File: src/rtl/lcd_pkg.sv
// lcd_pkg
// Shared definitions for the HD44780 reader/writer pair: the reader FSM state
// encoding, the status-byte bit positions and the default bus timing in
// clk cycles.
package lcd_pkg;

  typedef enum logic [2:0] {
    ST_IDLE  = 3'd0,
    ST_SETUP = 3'd1,
    ST_EN_HI = 3'd2,
    ST_HOLD  = 3'd3,
    ST_DONE  = 3'd4
  } lcdState_t;

  // Status byte layout while RS=0, RW=1
  localparam int BF_BIT = 7;
  localparam int AC_MSB = 6;
  localparam int AC_LSB = 0;

  localparam int DEF_SETUP_CYC   = 2;
  localparam int DEF_EN_HIGH_CYC = 16;
  localparam int DEF_HOLD_CYC    = 2;
  localparam int DEF_TIMEOUT_CYC = 100000;

  // Bits needed to hold 0..n-1, never less than one bit.
  function automatic int cntWidth(input int n);
    return (n <= 1) ? 1 : $clog2(n);
  endfunction

  function automatic int maxOf3(input int a, input int b, input int c);
    int m;
    m = (a > b) ? a : b;
    return (m > c) ? m : c;
  endfunction

endpackage

File: src/rtl/lcd_busy_reader_if.sv
// lcd_busy_reader_if
// Host request/response signals plus the LCD-side read bus of the busy reader.
//   master : host / LCD environment (drives req, rs_sel, poll, lcd_data_in)
//   slave  : lcd_busy_reader (drives strobes, status and read results)
interface lcd_busy_reader_if;
  import lcd_pkg::*;

  logic                req;
  logic                rs_sel;
  logic                poll;
  logic [7:0]          lcd_data_in;
  logic                lcd_en;
  logic                lcd_rw;
  logic                lcd_rs;
  logic                rd_active;
  logic                ready;
  logic                rd_valid;
  logic [7:0]          rd_data;
  logic                busy_flag;
  logic [AC_MSB:AC_LSB] addr_counter;
  logic                timeout;

  modport master (
    output req, rs_sel, poll, lcd_data_in,
    input  lcd_en, lcd_rw, lcd_rs, rd_active, ready, rd_valid,
           rd_data, busy_flag, addr_counter, timeout
  );

  modport slave (
    input  req, rs_sel, poll, lcd_data_in,
    output lcd_en, lcd_rw, lcd_rs, rd_active, ready, rd_valid,
           rd_data, busy_flag, addr_counter, timeout
  );

endinterface

File: src/rtl/lcd_phase_timer.sv
// lcd_phase_timer
// Loadable down-counter timing one bus phase. Load with (cycles-1); done is
// high in the last cycle of the phase (count == 0).
//   clk, reset : clock, synchronous active-high reset
//   load       : load loadVal this edge (takes priority over counting)
//   loadVal    : phase length minus one
//   done       : terminal count reached
module lcd_phase_timer #(
  parameter int WIDTH = 1
) (
  input  logic             clk,
  input  logic             reset,
  input  logic             load,
  input  logic [WIDTH-1:0] loadVal,
  output logic             done
);

  logic [WIDTH-1:0] count;

  always_ff @(posedge clk) begin
    if (reset) begin
      count <= '0;
    end else if (load) begin
      count <= loadVal;
    end else if (count != '0) begin
      count <= count - WIDTH'(1);
    end
  end

  assign done = (count == '0);

endmodule

File: src/rtl/lcd_busy_reader.sv
// lcd_busy_reader
// Performs HD44780 read cycles (status or DDRAM) on request, optionally
// repeating status reads until the busy flag clears or a timeout expires.
//   clk, reset : clock, synchronous active-high reset
//   bus        : lcd_busy_reader_if.slave (host handshake + LCD read bus)
//
// state    | meaning
// ---------+-------------------------------------------------
// ST_IDLE  | ready, waiting for req
// ST_SETUP | RS/RW stable, EN low (address setup)
// ST_EN_HI | EN high; bus sampled at end of last cycle
// ST_HOLD  | EN low, RS/RW held; decides poll again or finish
// ST_DONE  | rd_valid pulse, back to idle
module lcd_busy_reader
  import lcd_pkg::*;
#(
  parameter int SETUP_CYC   = DEF_SETUP_CYC,
  parameter int EN_HIGH_CYC = DEF_EN_HIGH_CYC,
  parameter int HOLD_CYC    = DEF_HOLD_CYC,
  parameter int TIMEOUT_CYC = DEF_TIMEOUT_CYC
) (
  input logic               clk,
  input logic               reset,
  lcd_busy_reader_if.slave  bus
);

  // All phase lengths must be at least 1 cycle.
  localparam int PW = cntWidth(maxOf3(SETUP_CYC, EN_HIGH_CYC, HOLD_CYC));
  localparam int TW = $clog2(TIMEOUT_CYC + 1);

  localparam logic [PW-1:0] SETUP_LD = PW'(SETUP_CYC - 1);
  localparam logic [PW-1:0] EN_LD    = PW'(EN_HIGH_CYC - 1);
  localparam logic [PW-1:0] HOLD_LD  = PW'(HOLD_CYC - 1);
  localparam logic [TW-1:0] TO_MAX   = TW'(TIMEOUT_CYC);

  lcdState_t            state, stateNext;
  logic                 timerLoad;
  logic [PW-1:0]        timerLoadVal;
  logic                 timerDone;
  logic                 accept;
  logic                 sampleBus;
  logic                 setTimeout;
  logic                 keepPolling;

  logic                 rsLat;
  logic                 pollLat;
  logic [TW-1:0]        toCnt;
  logic [7:0]           rdData;
  logic                 busyFlag;
  logic [AC_MSB:AC_LSB] addrCnt;
  logic                 timeoutFlag;

  lcd_phase_timer #(.WIDTH(PW)) uTimer (
    .clk     (clk),
    .reset   (reset),
    .load    (timerLoad),
    .loadVal (timerLoadVal),
    .done    (timerDone)
  );

  always_ff @(posedge clk) begin
    if (reset) state <= ST_IDLE;
    else       state <= stateNext;
  end

  always_comb begin
    stateNext    = state;
    timerLoad    = 1'b0;
    timerLoadVal = '0;
    accept       = 1'b0;
    sampleBus    = 1'b0;
    setTimeout   = 1'b0;
    // Polling only makes sense for status reads; rdData holds the last status.
    keepPolling  = pollLat && !rsLat && rdData[BF_BIT];

    case (state)
      ST_IDLE: begin
        if (bus.req) begin
          accept       = 1'b1;
          timerLoad    = 1'b1;
          timerLoadVal = SETUP_LD;
          stateNext    = ST_SETUP;
        end
      end
      ST_SETUP: begin
        if (timerDone) begin
          timerLoad    = 1'b1;
          timerLoadVal = EN_LD;
          stateNext    = ST_EN_HI;
        end
      end
      ST_EN_HI: begin
        if (timerDone) begin
          sampleBus    = 1'b1;
          timerLoad    = 1'b1;
          timerLoadVal = HOLD_LD;
          stateNext    = ST_HOLD;
        end
      end
      ST_HOLD: begin
        if (timerDone) begin
          if (keepPolling && (toCnt < TO_MAX)) begin
            timerLoad    = 1'b1;
            timerLoadVal = SETUP_LD;
            stateNext    = ST_SETUP;
          end else begin
            setTimeout = keepPolling;
            stateNext  = ST_DONE;
          end
        end
      end
      ST_DONE: stateNext = ST_IDLE;
      default: stateNext = ST_IDLE;
    endcase
  end

  always_ff @(posedge clk) begin
    if (reset) begin
      rsLat       <= 1'b0;
      pollLat     <= 1'b0;
      toCnt       <= '0;
      rdData      <= '0;
      busyFlag    <= 1'b0;
      addrCnt     <= '0;
      timeoutFlag <= 1'b0;
    end else begin
      if (accept) begin
        rsLat       <= bus.rs_sel;
        pollLat     <= bus.poll;
        toCnt       <= '0;
        timeoutFlag <= 1'b0;
      end else if ((state != ST_IDLE) && (toCnt != TO_MAX)) begin
        toCnt <= toCnt + TW'(1);
      end

      if (sampleBus) begin
        rdData <= bus.lcd_data_in;
        if (!rsLat) begin
          busyFlag <= bus.lcd_data_in[BF_BIT];
          addrCnt  <= bus.lcd_data_in[AC_MSB:AC_LSB];
        end
      end

      if (setTimeout) timeoutFlag <= 1'b1;
    end
  end

  assign bus.lcd_en       = (state == ST_EN_HI);
  assign bus.lcd_rw       = (state != ST_IDLE);
  assign bus.rd_active    = (state != ST_IDLE);
  assign bus.lcd_rs       = (state != ST_IDLE) && rsLat;
  assign bus.ready        = (state == ST_IDLE);
  assign bus.rd_valid     = (state == ST_DONE);
  assign bus.rd_data      = rdData;
  assign bus.busy_flag    = busyFlag;
  assign bus.addr_counter = addrCnt;
  assign bus.timeout      = timeoutFlag;

endmodule

File: src/flat_wrapper.sv
// flat-port wrapper written by rule: the top's interface ports become plain ports
module lcd_busy_reader_flat import lcd_pkg::*;
#(
  parameter int SETUP_CYC   = DEF_SETUP_CYC,
  parameter int EN_HIGH_CYC = DEF_EN_HIGH_CYC,
  parameter int HOLD_CYC    = DEF_HOLD_CYC,
  parameter int TIMEOUT_CYC = DEF_TIMEOUT_CYC
)
  (clk, reset, bus_req, bus_rs_sel, bus_poll, bus_lcd_data_in, bus_lcd_en, bus_lcd_rw, bus_lcd_rs, bus_rd_active, bus_ready, bus_rd_valid, bus_rd_data, bus_busy_flag, bus_addr_counter, bus_timeout);
  lcd_busy_reader_if bus_i ();
  input logic clk;
  input logic reset;
  input wire logic [$bits(bus_i.req)-1:0] bus_req;
  input wire logic [$bits(bus_i.rs_sel)-1:0] bus_rs_sel;
  input wire logic [$bits(bus_i.poll)-1:0] bus_poll;
  input wire logic [$bits(bus_i.lcd_data_in)-1:0] bus_lcd_data_in;
  output wire logic [$bits(bus_i.lcd_en)-1:0] bus_lcd_en;
  output wire logic [$bits(bus_i.lcd_rw)-1:0] bus_lcd_rw;
  output wire logic [$bits(bus_i.lcd_rs)-1:0] bus_lcd_rs;
  output wire logic [$bits(bus_i.rd_active)-1:0] bus_rd_active;
  output wire logic [$bits(bus_i.ready)-1:0] bus_ready;
  output wire logic [$bits(bus_i.rd_valid)-1:0] bus_rd_valid;
  output wire logic [$bits(bus_i.rd_data)-1:0] bus_rd_data;
  output wire logic [$bits(bus_i.busy_flag)-1:0] bus_busy_flag;
  output wire logic [$bits(bus_i.addr_counter)-1:0] bus_addr_counter;
  output wire logic [$bits(bus_i.timeout)-1:0] bus_timeout;
  assign bus_i.req = bus_req;
  assign bus_i.rs_sel = bus_rs_sel;
  assign bus_i.poll = bus_poll;
  assign bus_i.lcd_data_in = bus_lcd_data_in;
  assign bus_lcd_en = bus_i.lcd_en;
  assign bus_lcd_rw = bus_i.lcd_rw;
  assign bus_lcd_rs = bus_i.lcd_rs;
  assign bus_rd_active = bus_i.rd_active;
  assign bus_ready = bus_i.ready;
  assign bus_rd_valid = bus_i.rd_valid;
  assign bus_rd_data = bus_i.rd_data;
  assign bus_busy_flag = bus_i.busy_flag;
  assign bus_addr_counter = bus_i.addr_counter;
  assign bus_timeout = bus_i.timeout;
  lcd_busy_reader #(.SETUP_CYC(SETUP_CYC), .EN_HIGH_CYC(EN_HIGH_CYC), .HOLD_CYC(HOLD_CYC), .TIMEOUT_CYC(TIMEOUT_CYC)) u_core (.clk(clk), .reset(reset), .bus(bus_i));
endmodule
File: config.mk
export PLATFORM = sky130hd
export DESIGN_NAME = lcd_busy_reader_flat
export DESIGN_NICKNAME = d
export VERILOG_FILES = /design/src/rtl/lcd_pkg.sv /design/src/rtl/lcd_busy_reader_if.sv /design/src/rtl/lcd_phase_timer.sv /design/src/rtl/lcd_busy_reader.sv /design/src/flat_wrapper.sv
export SDC_FILE = /design/constraint.sdc
export NUM_CORES = 1
export LEC_CHECK = 0
export ABC_AREA = 1
export BUFFER_PORTS_ARGS = -buffer_cell sky130_fd_sc_hd__buf_2
export CAP_MARGIN = 5
export CORE_MARGIN = 10
export CORE_UTILIZATION = 45
export CTS_CLUSTER_SIZE = 12
export DETAILED_ROUTE_END_ITERATION = 6
export PLACE_DENSITY_LB_ADDON = 0.15
export SLEW_MARGIN = 20
export SYNTH_ARGS = -nofsm -noshare
export SYNTH_HDL_FRONTEND = slang
export SYNTH_SLANG_ARGS = --single-unit
File: constraint.sdc
create_clock -name clk -period 3 [get_ports clk]
set_clock_uncertainty 0.15 [all_clocks]
set_input_delay 0.3 -clock clk [delete_from_list [all_inputs] [get_ports clk]]
set_output_delay 0.3 -clock clk [all_outputs]
set_load 0.02 [all_outputs]
==> impl_metrics.py <==
metrics = {
    "run_status": {
        "outcome": "finished, final reports clean",
    },
    "sta": {
        "tightest_slew_ns": 0.811,
        "setup_viol": 0,
        "timing.fmax_mhz": 525,
        "finalWorstSetupSlack_ns": 1.09,
        "slew-limit-headroom_pct": 45.8,
        "hold_viol": 0,
        "setup-tns-final_ns": 0,
        "report.final.slew_viol_count": 0,
        "rsz0062_at_grt": "no",
        "min_period_ns": 1.91,
        "min_period_over_period_pct": 63.5,
        "hold_ws_ns": 0.0920,
    },
    "synth": {
        "synthArstFlopShare_pct": 0,
        "yosysTopAreaCell": "dfxtp_1",
        "avgSynthCellArea_um2": 7.17,
        "synth_flop_cell": "dfxtp_1",
        "syn_nets": 346,
        "synth_edf_count": 0,
        "synth_top_area_share_pct": 36.5,
        "syn_inst": 329,
        "ys_warn_count": 0,
        "synth-seq-cells": 43,
        "synth_area_leaders": "dfxtp_1 36%, nand2_1 13%, nor2_1 8.4%, inv_1 4.1%, nand3_1 3.8%",
        "synth_cell_type_count": 35,
        "seq_area_frac_synth_pct": 36.5,
        "syn-cell-area_mm2": 0.00236,
    },
    "placement": {
        "hpwlAfterDp_um": 3950,
        "io_buffer_count": 35,
        "pre_cts_slack_ns": 1.01,
        "gp_congestion": 0.827,
    },
    "route": {
        "drtAntennaViolNets": 0,
        "vias": 2065,
        "drtIter0Drc": 140,
        "drt-total-wl_um": 5220,
        "first_pass_iters": 4,
        "drcViolationCount": 0,
        "routedWlPerCell_um": 12.0,
        "drt-vias-per-instance": 4.76,
    },
    "floorplanning": {
        "fp.dieH_um": 92.4,
        "dieWidth_um": 92.4,
        "ios": 36,
        "start_util_pct": 46.2,
        "fp-row-count": 26,
        "core_area_mm2": 0.00511,
        "dieArea_mm2": 0.00854,
    },
    "grt": {
        "grt-ovfl-total": 0,
        "grt.met2_usage_pct": 19.8,
        "grtUsageMet1_pct": 16.5,
        "antenna_found_initial": 0,
        "met3_usage_pct": 4.20,
        "grt-busiest-layer": "met2",
        "grtUsageTotal_pct": 12.9,
        "grt_pass1_vias": 2041,
        "grt_pass1_wl_um": 9290,
        "grt_start_max_net_pins": 22,
    },
    "finish": {
        "finish.utilization_pct": 51.8,
        "fin_nets": 380,
        "diodes": 0,
        "nFillCells": 559,
        "seqCellArea_um2": 861,
        "mostFrequentLayoutCells": "82 x nand2_1, 53 x nor2_1, 43 x dfxtp_1",
        "drive_gt1_share_pct": 21.2,
        "syn2layout_area_growth_pct": 12.3,
        "multiInputGateArea_mm2": 0.00131,
        "final_common_cell": "nand2_1",
    },
    "flow_run": {
        "cap_violations": 0,
    },
    "clocking": {
        "clk_pin_slew_worst_paths_ns": 0.09,
        "cts_buffer_depth": 2,
        "htreeDepth": 2,
        "postCtsHoldBufs": 0,
        "cts_resized": 0,
        "cts_tree": "yes",
        "clock-sinks": 43,
        "post-cts-setup-buffers": 0,
        "cts-root-buf": "clkbuf_8",
        "numCtsBuffers": 5,
        "clk_latency_ns": 0.30,
    },
    "critical_path": {
        "crit_required_ns": 3.07,
        "critPathMaxFanout": 17,
        "path_class": "flip-flop to flip-flop",
        "critPathArrivalTime_ns": 1.98,
        "startpoint_type": "flip-flop",
        "endpoint_kind": "flip-flop",
    },
    "hold_path": {
        "hold_path.class": "primary input to flip-flop",
    },
    "power": {
        "power_density_mw_per_mm2": 733,
        "ir_worst_vdd_mv": 0.466,
        "power.leakage_uw": 0.00106,
    },
}
-- registers in the layout (all words and copies together) (netlist names) --
signal                   flops
u_core.pollLat               1
u_core.state                 3
u_core.rsLat                 1
u_core.toCnt                17
u_core.bus.addr_counter      7
u_core.bus.timeout           1
u_core.bus.busy_flag         1
u_core.uTimer.count          4
u_core.bus.rd_data           8
-- worst max-delay path, cell delays in order (launching register included) --
cell	delay (ns)
dfxtp_1	0.56
inv_1	0.13
nand4_2	0.20
nand2_1	0.49
a21oi_2	0.28
-- stage by stage --
step | std cells | power, uW | area [um^2]
2_1_floorplan | 329 | 1440 | 2360
3_3_place_gp | 426 | 1570 | 2550
3_5_place_dp | 426 | 1580 | 2550
4_1_cts | 434 | 1970 | 2650
5_1_grt | 434 | 2110 | 2650
6_report | 434 | 1940 | 2650
-- worst paths after layout --
kind	from	end	slack (ns)	depth (start not counted)
setup / recovery	u_core.state[0]	u_core.toCnt[14]	1.09	4
hold / removal	reset	u_core.state[0]	0.09	2
setup reg to reg	u_core.state[0]	u_core.toCnt[14]	1.09	4
hold reg to reg	u_core.pollLat	u_core.pollLat	0.33	2
-- power by group --
part / internal (uW) / total, uW / switching [uW]
logic: 272 / 830 / 558
registers: 649 / 721 / 71.8
clock network: 167 / 388 / 222
total: 1090 / 1940 / 852
-- layout make-up --
| cell class | instances | area share [%] |
|---|---|---|
| Clock inverter | 3 | 0.945 |
| Tap cell | 70 | 3.31 |
| Multi-Input combinational cell | 246 | 49.4 |
| Clock buffer | 5 | 2.60 |
| Inverter | 32 | 4.63 |
| Timing Repair Buffer | 35 | 6.62 |
| Sequential cell | 43 | 32.5 |
-- per-layer routing --
metal  wire length [um]  up-vias  share of wire [%]
met2               2230       36                 43
met4                 64        0                1.2
met5                  0        -                  0
met1               2570      902                 49
li1                   -     1122                  -
met3                351        5                6.7
-- cells in the mapped netlist (2+ instances only) --
| cell type | n |
|---|---|
| ha_1 | 4 |
| nor2_8 | 2 |
| nand2_4 | 3 |
| buf_6 | 2 |
| nand4_1 | 5 |
| a21oi_2 | 10 |
| clkinv_1 | 2 |
| a21oi_1 | 14 |
| inv_2 | 3 |
| dfxtp_1 | 43 |
| a211oi_1 | 3 |
| nor3_1 | 2 |
| nor2_1 | 53 |
| nand2_1 | 82 |
| nor2_4 | 2 |
| o21ai_1 | 7 |
| buf_4 | 3 |
| xnor2_1 | 6 |
| o21ai_0 | 13 |
| xor2_1 | 7 |
| nand2_2 | 3 |
| nor2_2 | 5 |
| inv_1 | 26 |
| nand3_1 | 18 |
-- kinds of logic after synthesis --
logic type,synth area share (%)
and+or+nand+nor,35.2
AOI/OAI and AO/OA,13.3
DFF,36.5
buffers and inverters,8.06
xor gates and xnor gates,4.83
adders and majority gates,2.12
Note: power is estimated with default switching activity, not from simulation.
